<file path="src/rtl/shift_controller_pkg.sv">
// ---------------------------------------------------------------------------
// shift_controller_pkg : FSM state and direction/operation encodings shared
//                        by shift_controller and its shifter datapath.
// Revision: 1.0
// ---------------------------------------------------------------------------
`default_nettype none

package shift_controller_pkg;

  typedef enum logic [1:0] {
    IDLE  = 2'd0,
    START = 2'd1,
    WAIT  = 2'd2,
    DONE  = 2'd3
  } state_t;

  localparam logic c_DIR_LEFT  = 1'b1;
  localparam logic c_DIR_RIGHT = 1'b0;
  localparam logic c_OP_ROTATE = 1'b1;
  localparam logic c_OP_SHIFT  = 1'b0;

endpackage

`default_nettype wire

</file>
<file path="src/rtl/shift_controller_shifter.sv">
// ---------------------------------------------------------------------------
// shift_controller_shifter : iterative one-bit-per-cycle shifter/rotator.
// o_finished pulses for one cycle when the loaded count reaches zero.
// Revision: 1.0
// ---------------------------------------------------------------------------
`default_nettype none

module shift_controller_shifter
  import shift_controller_pkg::*;
#(
  parameter int N = 8
) (
  input  logic         i_clock,
  input  logic         i_reset,
  input  logic         i_start,
  input  logic         i_direction,
  input  logic         i_rotate,
  input  logic [N-1:0] i_iterations,
  input  logic [N-1:0] i_value,
  output logic         o_finished,
  output logic [N-1:0] o_value
);

  logic [N-1:0] r_value;
  logic [N-1:0] r_count;
  logic         r_active;
  logic [N-1:0] w_step;

  always_comb begin
    w_step = r_value;
    unique case ({i_direction, i_rotate})
      {c_DIR_LEFT,  c_OP_SHIFT}:  w_step = {r_value[N-2:0], 1'b0};
      {c_DIR_LEFT,  c_OP_ROTATE}: w_step = {r_value[N-2:0], r_value[N-1]};
      {c_DIR_RIGHT, c_OP_SHIFT}:  w_step = {1'b0, r_value[N-1:1]};
      {c_DIR_RIGHT, c_OP_ROTATE}: w_step = {r_value[0], r_value[N-1:1]};
      default:                    w_step = r_value;
    endcase
  end

  assign o_finished = r_active && (r_count == '0);
  assign o_value    = r_value;

  always_ff @(posedge i_clock) begin
    if (i_reset) begin
      r_value  <= '0;
      r_count  <= '0;
      r_active <= 1'b0;
    end else if (i_start) begin
      r_value  <= i_value;
      r_count  <= i_iterations;
      r_active <= 1'b1;
    end else if (r_active) begin
      if (r_count == '0) begin
        r_active <= 1'b0;
      end else begin
        r_value <= w_step;
        r_count <= r_count - 1'b1;
      end
    end
  end

endmodule

`default_nettype wire

</file>
<file path="src/rtl/shift_controller.sv">
// ---------------------------------------------------------------------------
// shift_controller : valid/ready command wrapper around the iterative shifter.
// Optional macro SHIFT_CONTROLLER_CLAMP_EN reduces the count at latch time.
// Revision: 1.0
// ---------------------------------------------------------------------------
`default_nettype none

module shift_controller
  import shift_controller_pkg::*;
#(
  parameter int N = 8
) (
  input  logic         i_clock,
  input  logic         i_reset,
  input  logic         i_cmd_valid,
  output logic         o_cmd_ready,
  input  logic         i_cmd_direction,
  input  logic         i_cmd_rotate,
  input  logic [N-1:0] i_cmd_iterations,
  input  logic [N-1:0] i_cmd_value,
  output logic         o_rsp_valid,
  input  logic         i_rsp_ready,
  output logic [N-1:0] o_rsp_value,
  output logic         o_busy
);

  state_t       r_state;
  state_t       w_next_state;
  logic         r_direction;
  logic         r_rotate;
  logic [N-1:0] r_iterations;
  logic [N-1:0] r_value;
  logic [N-1:0] r_rsp_value;
  logic [N-1:0] w_latch_iterations;
  logic         w_start;
  logic         w_finished;
  logic [N-1:0] w_shifter_value;
  logic         w_accept;
  logic         w_capture;

`ifdef SHIFT_CONTROLLER_CLAMP_EN
  localparam logic [N-1:0] c_N_COUNT  = N'(N);
  localparam logic [N-1:0] c_ROT_MASK = N'(N - 1);

  // Shifts saturate at N (result already all-zero); rotates wrap modulo N.
  always_comb begin
    w_latch_iterations = i_cmd_iterations;
    if (i_cmd_rotate == c_OP_ROTATE)
      w_latch_iterations = i_cmd_iterations & c_ROT_MASK;
    else if (i_cmd_iterations > c_N_COUNT)
      w_latch_iterations = c_N_COUNT;
  end
`else
  assign w_latch_iterations = i_cmd_iterations;
`endif

  assign w_accept    = (r_state == IDLE) && i_cmd_valid;
  assign w_capture   = ((r_state == START) || (r_state == WAIT)) && w_finished;
  assign w_start     = (r_state == START);
  assign o_cmd_ready = (r_state == IDLE);
  assign o_rsp_valid = (r_state == DONE);
  assign o_busy      = (r_state != IDLE);
  assign o_rsp_value = r_rsp_value;

  always_comb begin
    w_next_state = r_state;
    unique case (r_state)
      IDLE:    if (i_cmd_valid) w_next_state = START;
      START:   w_next_state = w_finished ? DONE : WAIT;
      WAIT:    if (w_finished) w_next_state = DONE;
      DONE:    if (i_rsp_ready) w_next_state = IDLE;
      default: w_next_state = IDLE;
    endcase
  end

  always_ff @(posedge i_clock) begin
    if (i_reset) begin
      r_state      <= IDLE;
      r_direction  <= 1'b0;
      r_rotate     <= 1'b0;
      r_iterations <= '0;
      r_value      <= '0;
      r_rsp_value  <= '0;
    end else begin
      r_state <= w_next_state;
      if (w_accept) begin
        r_direction  <= i_cmd_direction;
        r_rotate     <= i_cmd_rotate;
        r_iterations <= w_latch_iterations;
        r_value      <= i_cmd_value;
      end
      if (w_capture)
        r_rsp_value <= w_shifter_value;
    end
  end

  shift_controller_shifter #(
    .N (N)
  ) u_shifter (
    .i_clock      (i_clock),
    .i_reset      (i_reset),
    .i_start      (w_start),
    .i_direction  (r_direction),
    .i_rotate     (r_rotate),
    .i_iterations (r_iterations),
    .i_value      (r_value),
    .o_finished   (w_finished),
    .o_value      (w_shifter_value)
  );

endmodule

`default_nettype wire

</file>
<file path="config.mk">
export PLATFORM = sky130hd
export DESIGN_NAME = shift_controller
export DESIGN_NICKNAME = d
export VERILOG_FILES = /design/src/rtl/shift_controller_pkg.sv /design/src/rtl/shift_controller_shifter.sv /design/src/rtl/shift_controller.sv
export SDC_FILE = /design/constraint.sdc
export NUM_CORES = 1
export LEC_CHECK = 0
export BUFFER_PORTS_ARGS = -buffer_cell sky130_fd_sc_hd__buf_2
export CAP_MARGIN = 15
export CORE_MARGIN = 2
export CORE_UTILIZATION = 45
export DETAILED_ROUTE_END_ITERATION = 12
export GPL_TIMING_DRIVEN = 0
export HOLD_SLACK_MARGIN = 0.06
export PLACE_DENSITY_LB_ADDON = 0.15
export SYNTH_ARGS = -nofsm -noshare
export SYNTH_HDL_FRONTEND = slang
export SYNTH_SLANG_ARGS = --single-unit
</file>
<file path="constraint.sdc">
create_clock -name i_clock -period 4.5 [get_ports i_clock]
set_input_delay 0.225 -clock i_clock [delete_from_list [all_inputs] [get_ports i_clock]]
set_output_delay 0.225 -clock i_clock [all_outputs]
set_load 0.03 [all_outputs]
</file>
==> results of run 1 <==
## how the worst max path moves through the flow
stage	start	end
3_5_place_dp	u_shifter.r_count[0]$_SDFFE_PP0P_	o_rsp_value[7]$_SDFFE_PP0P_
4_1_cts	u_shifter.r_count[0]$_SDFFE_PP0P_	u_shifter.r_count[1]$_SDFFE_PP0P_
2_1_floorplan	u_shifter.r_count[0]$_SDFFE_PP0P_	u_shifter.r_count[1]$_SDFFE_PP0P_
3_3_place_gp	u_shifter.r_count[0]$_SDFFE_PP0P_	o_rsp_value[3]$_SDFFE_PP0P_
6_report	u_shifter.r_count[0]$_SDFFE_PP0P_	u_shifter.r_count[1]$_SDFFE_PP0P_
5_1_grt	u_shifter.r_count[0]$_SDFFE_PP0P_	o_rsp_value[5]$_SDFFE_PP0P_
## power by group
group          total [mW]  switching, mW  leakage (nW)  internal, mW
Combinational       0.712          0.425         0.592         0.287
Sequential          0.606         0.0994         0.368         0.507
Clock               0.306          0.139        0.0554         0.167
## layout by cell type, fill, tap and decap left out, types with 2 or more instances in the layout
cell type / n
nand2_1: 51
dfxtp_1: 45
buf_2: 33
a21oi_1: 32
nor2_1: 17
mux2i_1: 16
clkbuf_1: 12
inv_1: 11
ha_1: 7
o21bai_1: 5
clkbuf_8: 5
nand3_1: 4
o221ai_1: 4
mux2_2: 4
nor3_1: 4
or3_1: 3
o21ai_0: 3
nor4b_1: 2
a21boi_0: 2
nand2b_1: 2
or4_1: 2
o211ai_1: 2
a221oi_1: 2
a311oi_1: 2
## per-layer routing
layer / share of wire [%] / up-vias / global-route usage, %
met5: 0 / - / 0
li1: - / 942 / -
met1: 53 / 796 / 30.0
met2: 41 / 42 / 27.3
met4: 1.1 / 0 / 6.29
met3: 4.9 / 5 / 4.58
## final cells by class
class	count	area (sq um)	share of cell area (%)
inverter	11	41.3	1.70
multi-input combinational	178	1090	44.8
clock inverter	2	38.8	1.60
sequential	45	901	37.1
tap	52	65.1	2.68
timing repair buffer	32	160	6.60
buffer	14	61.3	2.53
clock buffer	6	72.6	2.99
## state kept, by name (all words and copies together) (netlist names)
signal / cells
r_iterations: 8
u_shifter.r_active: 1
u_shifter.o_value: 8
r_direction: 1
r_value: 8
u_shifter.r_count: 8
r_rotate: 1
r_state: 2
o_rsp_value: 8
## worst max-delay path, cell delays in order, from the launching register on
cell and delay [ns]:
dfxtp_1 0.33, inv_1 0.10, ha_1 0.22, or4b_4 0.49
o21a_1 0.21, buf_6 0.14, or4_4 0.41, o211ai_2 0.08
## logic make-up (layout without fill, tap and decap cells)
family | Yosys count | in the layout | share of synthesized area [%]
and+or+nand+nor | 91 | 91 | 19.7
AOI/OAI and AO/OA | 60 | 60 | 18.3
DFF | 45 | 45 | 43.1
buffers and inverters | 25 | 65 | 4.91
muxes | 20 | 20 | 9.81
adders and majority gates | 7 | 7 | 4.19
==> qor.yml, run 1 <==
status: "finished clean"
antenna_left: 0
h-tree-depth: 2
holdWs_ns: 0.155
io_buffers: 32
worst_pin_slew_ns: 0.550
cts-resized-gates: 0
dpl.hpwl_um: 3440
timing.slew.headroom_pct: 63.2
io_pins: 33
cts_buffer_depth: 2
ys_warn_count: 0
ys_seq_elements: 45
dr.pass1.iters: 4
vias: 1785
post_cts_buffers: 0
slew_viol_final: 0
drt-total-wl_um: 4750
stdcell_count: 340
grt_start_max_net_pins: 15
final_area_sq_mm: 0.00243
grt_pass1_wl_um: 7940
synth_nets: 277
hold_violations: 0
period_minus_slack_ns: 2.04
fin_crit_sh_pct: 45.4
wl_per_cell_um: 14.0
min-delay-start: "i_cmd_value[5]"
drive_gt1_share_pct: 17.0
grt-ovfl-total: 0
hold_path.class: "in -> reg"
insertion_delay_ns: 0.30
nets: 316
cp.arrival_ns: 2.27
async_reset_ff_share_pct: 0
drtIter0Drc: 121
synth_cell_types: 39
dpl-instance-area_sq_mm: 0.00232
antenna_found_initial: 0
worst-path-max-fanout: 10
grt_pass1_vias: 1544
rows: 24
synth_cells: 248
fillerInstances: 465
start_util_pct: 47.4
die-area_sq_mm: 0.00521
synth_edf_count: 0
avgViaCountPerCell: 5.25
leakagePower_nw: 1.02
grt_usage_pct: 19.7
rr_startpoint: "u_shifter.r_count[0]$_SDFFE_PP0P_"
ys_top_cells_by_area: "dfxtp_1 (43%), nand2_1 (9.2%), a21oi_1 (7.7%)"
avgSynthCellArea_sq_um: 8.43
min_to: "r_value[5]$_SDFFE_PP0P_"
critPathLaunchType: "flop"
numPlacedInstances: 332
clock_sinks: 45
synth_top_flop_cell: "dfxtp_1"
cts_buffers: 5
layout-area-overhead-vs-synth_pct: 16.1
required_ns: 4.73
netlist_area_sq_mm: 0.00209
die_width_um: 72.2
finalSetupViolations: 0
synth_common_cells: "nand2_1 (51), dfxtp_1 (45), a21oi_1 (32), nor2_1 (17), mux2i_1 (16)"
clk_pin_slew_ns: 0.08
timing.rr.end: "u_shifter.r_count[1]$_SDFFE_PP0P_"
powerDensity_mw_per_mm2: 669
ir_drop_mv: 0.362
die_y_um: 72.2
rsz0062_at_grt: "false"
r2r_cells: 7
tritoncts: "built"
endpoint_kind: "flop"
layout_setup_ws_ns: 2.46
holdBufCountCts: 0
place_ws_ns: 2.47
synth_most_common_cell: "nand2_1"
place_congestion: 0.844
synth.largest_area_cell: "dfxtp_1"
max-cap-violations: 0
fin_util_pct: 55.0
ys_seq_area_share_pct: 43.1
fin_skew_ns: 0.00758
placeableCoreArea_sq_mm: 0.00441
clock.fmax_mhz: 489
path_class: "reg -> reg"
tns_ns: 0
synth.top_cell.area_share_pct: 43.1
cts-root-buf: "clkbuf_8"
num_antenna_cells: 0
hold-path-cell-count: 3
worst-r2r-setup-slack_ns: 2.46
route.detailed.drc: 0
finalPower_mw: 1.62
No activity file was read; power rests on OpenSTA's default activity.
==> inputs of run 2 (changes only) <==
clock period = 1.8 ns   (was 4.5 ns; I/O delays follow)
==> qor.yml, run 2 (synthesis results as in run 1) <==
final_common_cell: "nand2_1"  # unchanged
num_antenna_cells: 0  # unchanged
cp.depth: 6  # was 7
grt_usage_pct: 21.0  # was 19.7%
rsz0062_at_grt: "true"  # was false
vias: 1928  # was 1785
final_area_sq_mm: 0.00270  # was 0.00243 sq mm
critPathLaunchType: "flop"  # unchanged
ir_drop_mv: 0.964  # was 0.362 mV
grt_pass1_wl_um: 8510  # was 7940 um
nets: 339  # was 316
cts_buffers: 5  # unchanged
placeableCoreArea_sq_mm: 0.00441  # unchanged
crit_family: "simple AND/OR/NAND/NOR gates"  # unchanged
fin_crit_sh_pct: 102  # was 45.4%
fin_util_pct: 61.2  # was 55.0%
clock.fmax_mhz: 544  # was 489 MHz
grt-ovfl-total: 0  # unchanged
grtUsageMet1_pct: 30.2  # was 30.0%
p_int_mw: 2.58  # was 960 uW
hold_violations: 0  # unchanged
p_seq_share_pct: 35.3  # was 37.3%
max_stage_delay_ns: 0.48  # was 0.49 ns
startpoint: "u_shifter.r_count[0]$_SDFFE_PP0P_"  # unchanged
start_util_pct: 47.4  # unchanged
worst_pin_slew_ns: 0.616  # was 0.550 ns
layout_common_cells: "nand2_1 (51), dfxtp_1 (43), buf_2 (34)"  # was nand2_1 (51), dfxtp_1 (45), buf_2 (33)
hold_path.class: "in -> reg"  # unchanged
max-cap-violations: 0  # unchanged
met2_usage_pct: 32.4  # was 27.3%
finalSetupViolations: 1  # was 0
worst-path-max-fanout: 5  # was 10
die-area_sq_mm: 0.00521  # unchanged
drive_gt1_share_pct: 23.5  # was 17.0%
route.detailed.drc: 0  # unchanged
holdWs_ns: 0.0584  # was 0.155 ns
tritoncts: "built"  # unchanged
dpl-instance-area_sq_mm: 0.00233  # was 0.00232 sq mm
dpl.hpwl_um: 3440  # about the same
cts_buffer_depth: 2  # unchanged
seq_area_sq_um: 903  # was 901 sq um
layout_setup_ws_ns: -0.0366  # was 2.46 ns
crit_slowest_cell: "or4b_4"  # unchanged
clock_sinks: 45  # unchanged
wl_per_cell_um: 14.3  # was 14.0 um
timing.slew.headroom_pct: 58.9  # was 63.2%
die_y_um: 72.2  # unchanged
avgViaCountPerCell: 5.31  # was 5.25
violations: "setup timing"
r2r_cells: 6  # was 7
slew_viol_final: 0  # unchanged
hold-path-cell-count: 3  # unchanged
endpoint_kind: "flop"  # unchanged
antenna_found_initial: 0  # unchanged
worst-r2r-setup-slack_ns: -0.04  # was 2.46 ns
dr.pass1.iters: 5  # was 4
timing.rr.end: "u_shifter.r_count[1]$_SDFFE_PP0P_"  # unchanged
place_ws_ns: -0.156  # was 2.47 ns
powerDensity_mw_per_mm2: 1620  # was 669 mW/mm^2
h-tree-depth: 2  # unchanged
busiest_layer: "met2"  # was met1
rows: 24  # unchanged
drt-total-wl_um: 5210  # was 4750 um
path_class: "reg -> reg"  # unchanged
crit_buf_inv: 1  # was 2
io_pins: 33  # unchanged
insertion_delay_ns: 0.29  # was 0.30 ns
clk_pin_slew_ns: 0.09  # was 0.08 ns
layout-area-overhead-vs-synth_pct: 29.2  # was 16.1%
cp.arrival_ns: 2.06  # was 2.27 ns
pwr-share-clk_pct: 17.8  # was 18.8%
fillerInstances: 392  # was 465
die_width_um: 72.2  # unchanged
met3_usage_pct: 3.75  # was 4.58%
multi_input_area_sq_mm: 0.00114  # was 0.00109 sq mm
leakagePower_nw: 1.14  # was 1.02 nW
path_cells: "inv_2 > ha_4 > or4b_4 > o21a_4 > or4_4 > o211ai_2"  # was inv_1 > ha_1 > or4b_4 > o21a_1 > buf_6 > or4_4 > o211ai_2
endpoint: "u_shifter.r_count[1]$_SDFFE_PP0P_"  # unchanged
antenna_left: 0  # unchanged
place_congestion: 0.872  # was 0.844
grt_pass1_vias: 1769  # was 1544
status: "complete, but fails checks"  # was finished clean
swShare_pct: 41.0  # was 40.9%
fin_skew_ns: 0.00589  # was 0.00758 ns
rr_startpoint: "u_shifter.r_count[0]$_SDFFE_PP0P_"  # unchanged
power.net_switching_mw: 1.79  # was 663 uW
cts-root-buf: "clkbuf_8"  # unchanged
required_ns: 2.02  # was 4.73 ns
p_comb_share_pct: 46.9  # was 43.8%
io_buffers: 32  # unchanged
grt_start_max_net_pins: 15  # unchanged
drtIter0Drc: 94  # was 121
period_minus_slack_ns: 1.84  # was 2.04 ns
[run 2: worst min-delay path, stage by stage]
cell     delay, ns
buf_2         0.09
nand2_1       0.05
a21oi_1       0.06
[run 2: power by group through the flow]
| stage | sequential (mW) | clock, mW | combinational, mW |
|---|---|---|---|
| 6_report | 1.54 | 0.776 | 2.05 |
| 5_1_grt | 1.58 | 0.819 | 2.27 |
| 4_1_cts | 1.53 | 0.782 | 1.96 |
| 3_5_place_dp | 1.54 | 0 | 1.79 |
| 3_3_place_gp | 1.54 | 0 | 1.78 |
| 2_1_floorplan | 1.47 | 0 | 1.42 |
[run 2: how the worst min path moves through the flow]
| stage | start | endpoint | slack [ns] |
|---|---|---|---|
| finish | i_cmd_iterations[1] | r_iterations[1]$_SDFFE_PP0P_ | 0.06 |
| global route | i_cmd_iterations[1] | r_iterations[1]$_SDFFE_PP0P_ | 0.06 |
| CTS | i_cmd_iterations[1] | r_iterations[1]$_SDFFE_PP0P_ | 0.06 |
| detailed placement | i_cmd_iterations[3] | r_iterations[3]$_SDFFE_PP0P_ | 0.34 |
| global placement | i_cmd_value[1] | r_value[1]$_SDFFE_PP0P_ | 0.33 |
| floorplan | i_cmd_iterations[0] | r_iterations[0]$_SDFFE_PP0P_ | 0.23 |
[run 2: layout make-up]
class | instances | share of cell area (%)
Buffer | 12 | 1.85
Timing Repair Buffer | 57 | 14.5
Clock buffer | 6 | 2.69
Multi-Input combinational cell | 178 | 42.2
Clock inverter | 2 | 1.44
Inverter | 11 | 1.53
Sequential cell | 45 | 33.4
Tap cell | 52 | 2.41
[run 2: layer usage]
metal | vias to the layer above | part of all wire (%) | routed length [um]
li1 | 986 | - | -
met2 | 40 | 44 | 2320
met3 | 2 | 3.9 | 205
met1 | 900 | 51 | 2660
met4 | 0 | 0.48 | 25
met5 | - | 0 | 0
[run 2: what timing repair did]
action | CTS | global route
endpoints found under the hold margin | 17 | 0
pin swaps | 6 | 3
setup buffers | 6 | 2
setup endpoints to repair | 26 | 24
hold buffers | 17 | 0
resized for setup | 7 | 10
[run 2: stage by stage]
step	setup TNS [ns]	power [mW]	std cells
after floorplan	-0.0371	2.89	248
after global placement	-1.66	3.32	332
after detailed placement	-1.72	3.33	332
after CTS	-0.604	4.27	363
after global routing	-0.606	4.67	363
final	-0.0366	4.37	363
==> inputs of run 3 (changes only) <==
clock period = 2.2 ns   (was 1.8 ns; I/O delays follow)
==> qor.yml, run 3 (synthesis results as in run 1) <==
layout-area-overhead-vs-synth_pct: 25.0  # was 29.2%
hold_violations: 0  # unchanged
layout_common_cells: "nand2_1 (51), dfxtp_1 (45), buf_2 (33)"  # was nand2_1 (51), dfxtp_1 (43), buf_2 (34)
finalSetupViolations: 0  # was 1
vias: 1868  # was 1928
insertion_delay_ns: 0.30  # was 0.29 ns
die_width_um: 72.2  # unchanged
drtIter0Drc: 140  # was 94
final_area_sq_mm: 0.00261  # was 0.00270 sq mm
worst-path-max-fanout: 10  # was 5
tritoncts: "built"  # unchanged
place_ws_ns: 0.169  # was -0.156 ns
avgViaCountPerCell: 5.22  # was 5.31
holdWs_ns: 0.177  # was 0.0584 ns
leakagePower_nw: 1.09  # was 1.14 nW
tns_ns: 0  # was -0.0366 ns
dpl-instance-area_sq_mm: 0.00232  # was 0.00233 sq mm
fillerInstances: 429  # was 392
nets: 334  # was 339
finalPower_mw: 3.35  # was 4.37 mW
rsz0062_at_grt: "false"  # was true
rows: 24  # unchanged
fin_util_pct: 59.2  # was 61.2%
cp.arrival_ns: 2.27  # was 2.06 ns
clock_sinks: 45  # unchanged
timing.slew.headroom_pct: 61.8  # was 58.9%
dpl.hpwl_um: 3440  # about the same
required_ns: 2.43  # was 2.02 ns
h-tree-depth: 2  # unchanged
io_pins: 33  # unchanged
r2r_cells: 7  # was 6
num_antenna_cells: 0  # unchanged
final_common_cell: "nand2_1"  # unchanged
period_minus_slack_ns: 2.04  # was 1.84 ns
drive_gt1_share_pct: 16.3  # was 23.5%
antenna_found_initial: 0  # unchanged
cts_buffers: 5  # unchanged
grt_usage_pct: 21.0  # about the same
ir_drop_mv: 0.763  # was 0.964 mV
path_class: "reg -> reg"  # unchanged
dr.pass1.iters: 4  # was 5
start_util_pct: 47.4  # unchanged
wl_per_cell_um: 14.0  # was 14.3 um
grt_start_max_net_pins: 15  # unchanged
critPathLaunchType: "flop"  # unchanged
antenna_left: 0  # unchanged
die_y_um: 72.2  # unchanged
io_buffers: 32  # unchanged
endpoint_kind: "flop"  # unchanged
worst_pin_slew_ns: 0.566  # was 0.616 ns
hold_path.class: "in -> reg"  # unchanged
fin_crit_sh_pct: 92.7  # was 102%
die-area_sq_mm: 0.00521  # unchanged
cts_buffer_depth: 2  # unchanged
hold-path-cell-count: 3  # unchanged
powerDensity_mw_per_mm2: 1280  # was 1620 mW/mm^2
max-cap-violations: 0  # unchanged
cts-root-buf: "clkbuf_8"  # unchanged
grt_pass1_wl_um: 8490  # was 8510 um
place_congestion: 0.844  # was 0.872
fin_skew_ns: 0.00810  # was 0.00589 ns
stdcell_count: 358  # was 363
status: "finished clean"  # was complete, but fails checks
grt-ovfl-total: 0  # unchanged
clock.fmax_mhz: 490  # was 544 MHz
clk_pin_slew_ns: 0.08  # was 0.09 ns
route.detailed.drc: 0  # unchanged
placeableCoreArea_sq_mm: 0.00441  # unchanged
post_cts_buffers: 0  # was 6
grt_pass1_vias: 1671  # was 1769
drt-total-wl_um: 5030  # was 5210 um
layout_setup_ws_ns: 0.160  # was -0.0366 ns
slew_viol_final: 0  # unchanged
numPlacedInstances: 332  # unchanged
run 3: final cells by class:
cell class	instances	area, sq um	area share (%)
multi-input cells	178	1090	41.8
clock buffers	6	72.6	2.78
repair buffers	50	340	13.0
inverters	11	41.3	1.58
well taps	52	65.1	2.49
flip-flops and latches	45	901	34.5
plain buffers	14	61.3	2.35
clock inverters	2	38.8	1.48
run 3: critical path, cell delays in order, from the launching register on:
cell      delay, ns
dfxtp_1        0.33
inv_1          0.10
ha_1           0.22
or4b_4         0.48
o21a_1         0.21
buf_6          0.14
or4_4          0.41
o211ai_2       0.08
run 3: power breakdown:
group / leakage [nW] / internal, mW / switching, mW
combinational: 0.667 / 0.608 / 0.882
clock: 0.0554 / 0.341 / 0.285
sequential: 0.368 / 1.04 / 0.202
run 3: worst paths after layout:
check                                            to  slack [ns]                               from
setup / recovery  u_shifter.r_count[1]$_SDFFE_PP0P_        0.16  u_shifter.r_count[0]$_SDFFE_PP0P_
hold / removal              r_state[0]$_SDFFE_PP0P_        0.18                            i_reset
hold reg to reg        r_iterations[1]$_SDFFE_PP0P_        0.46       r_iterations[1]$_SDFFE_PP0P_
setup reg to reg  u_shifter.r_count[1]$_SDFFE_PP0P_        0.16  u_shifter.r_count[0]$_SDFFE_PP0P_
run 3: what timing repair did:
action / CTS / global route
hold endpoints to repair: 18 / 0
endpoints found under the setup margin: 0 / 4
resized for setup: 0 / 1
hold buffers: 18 / 0
run 3: layer usage:
layer / vias up / global-route usage [%] / routed length [um]
li1: 975 / - / -
met1: 851 / 30.6 / 2610
met2: 36 / 31.1 / 2170
met3: 6 / 4.86 / 187
met4: 0 / 6.29 / 52
met5: - / 0 / 0
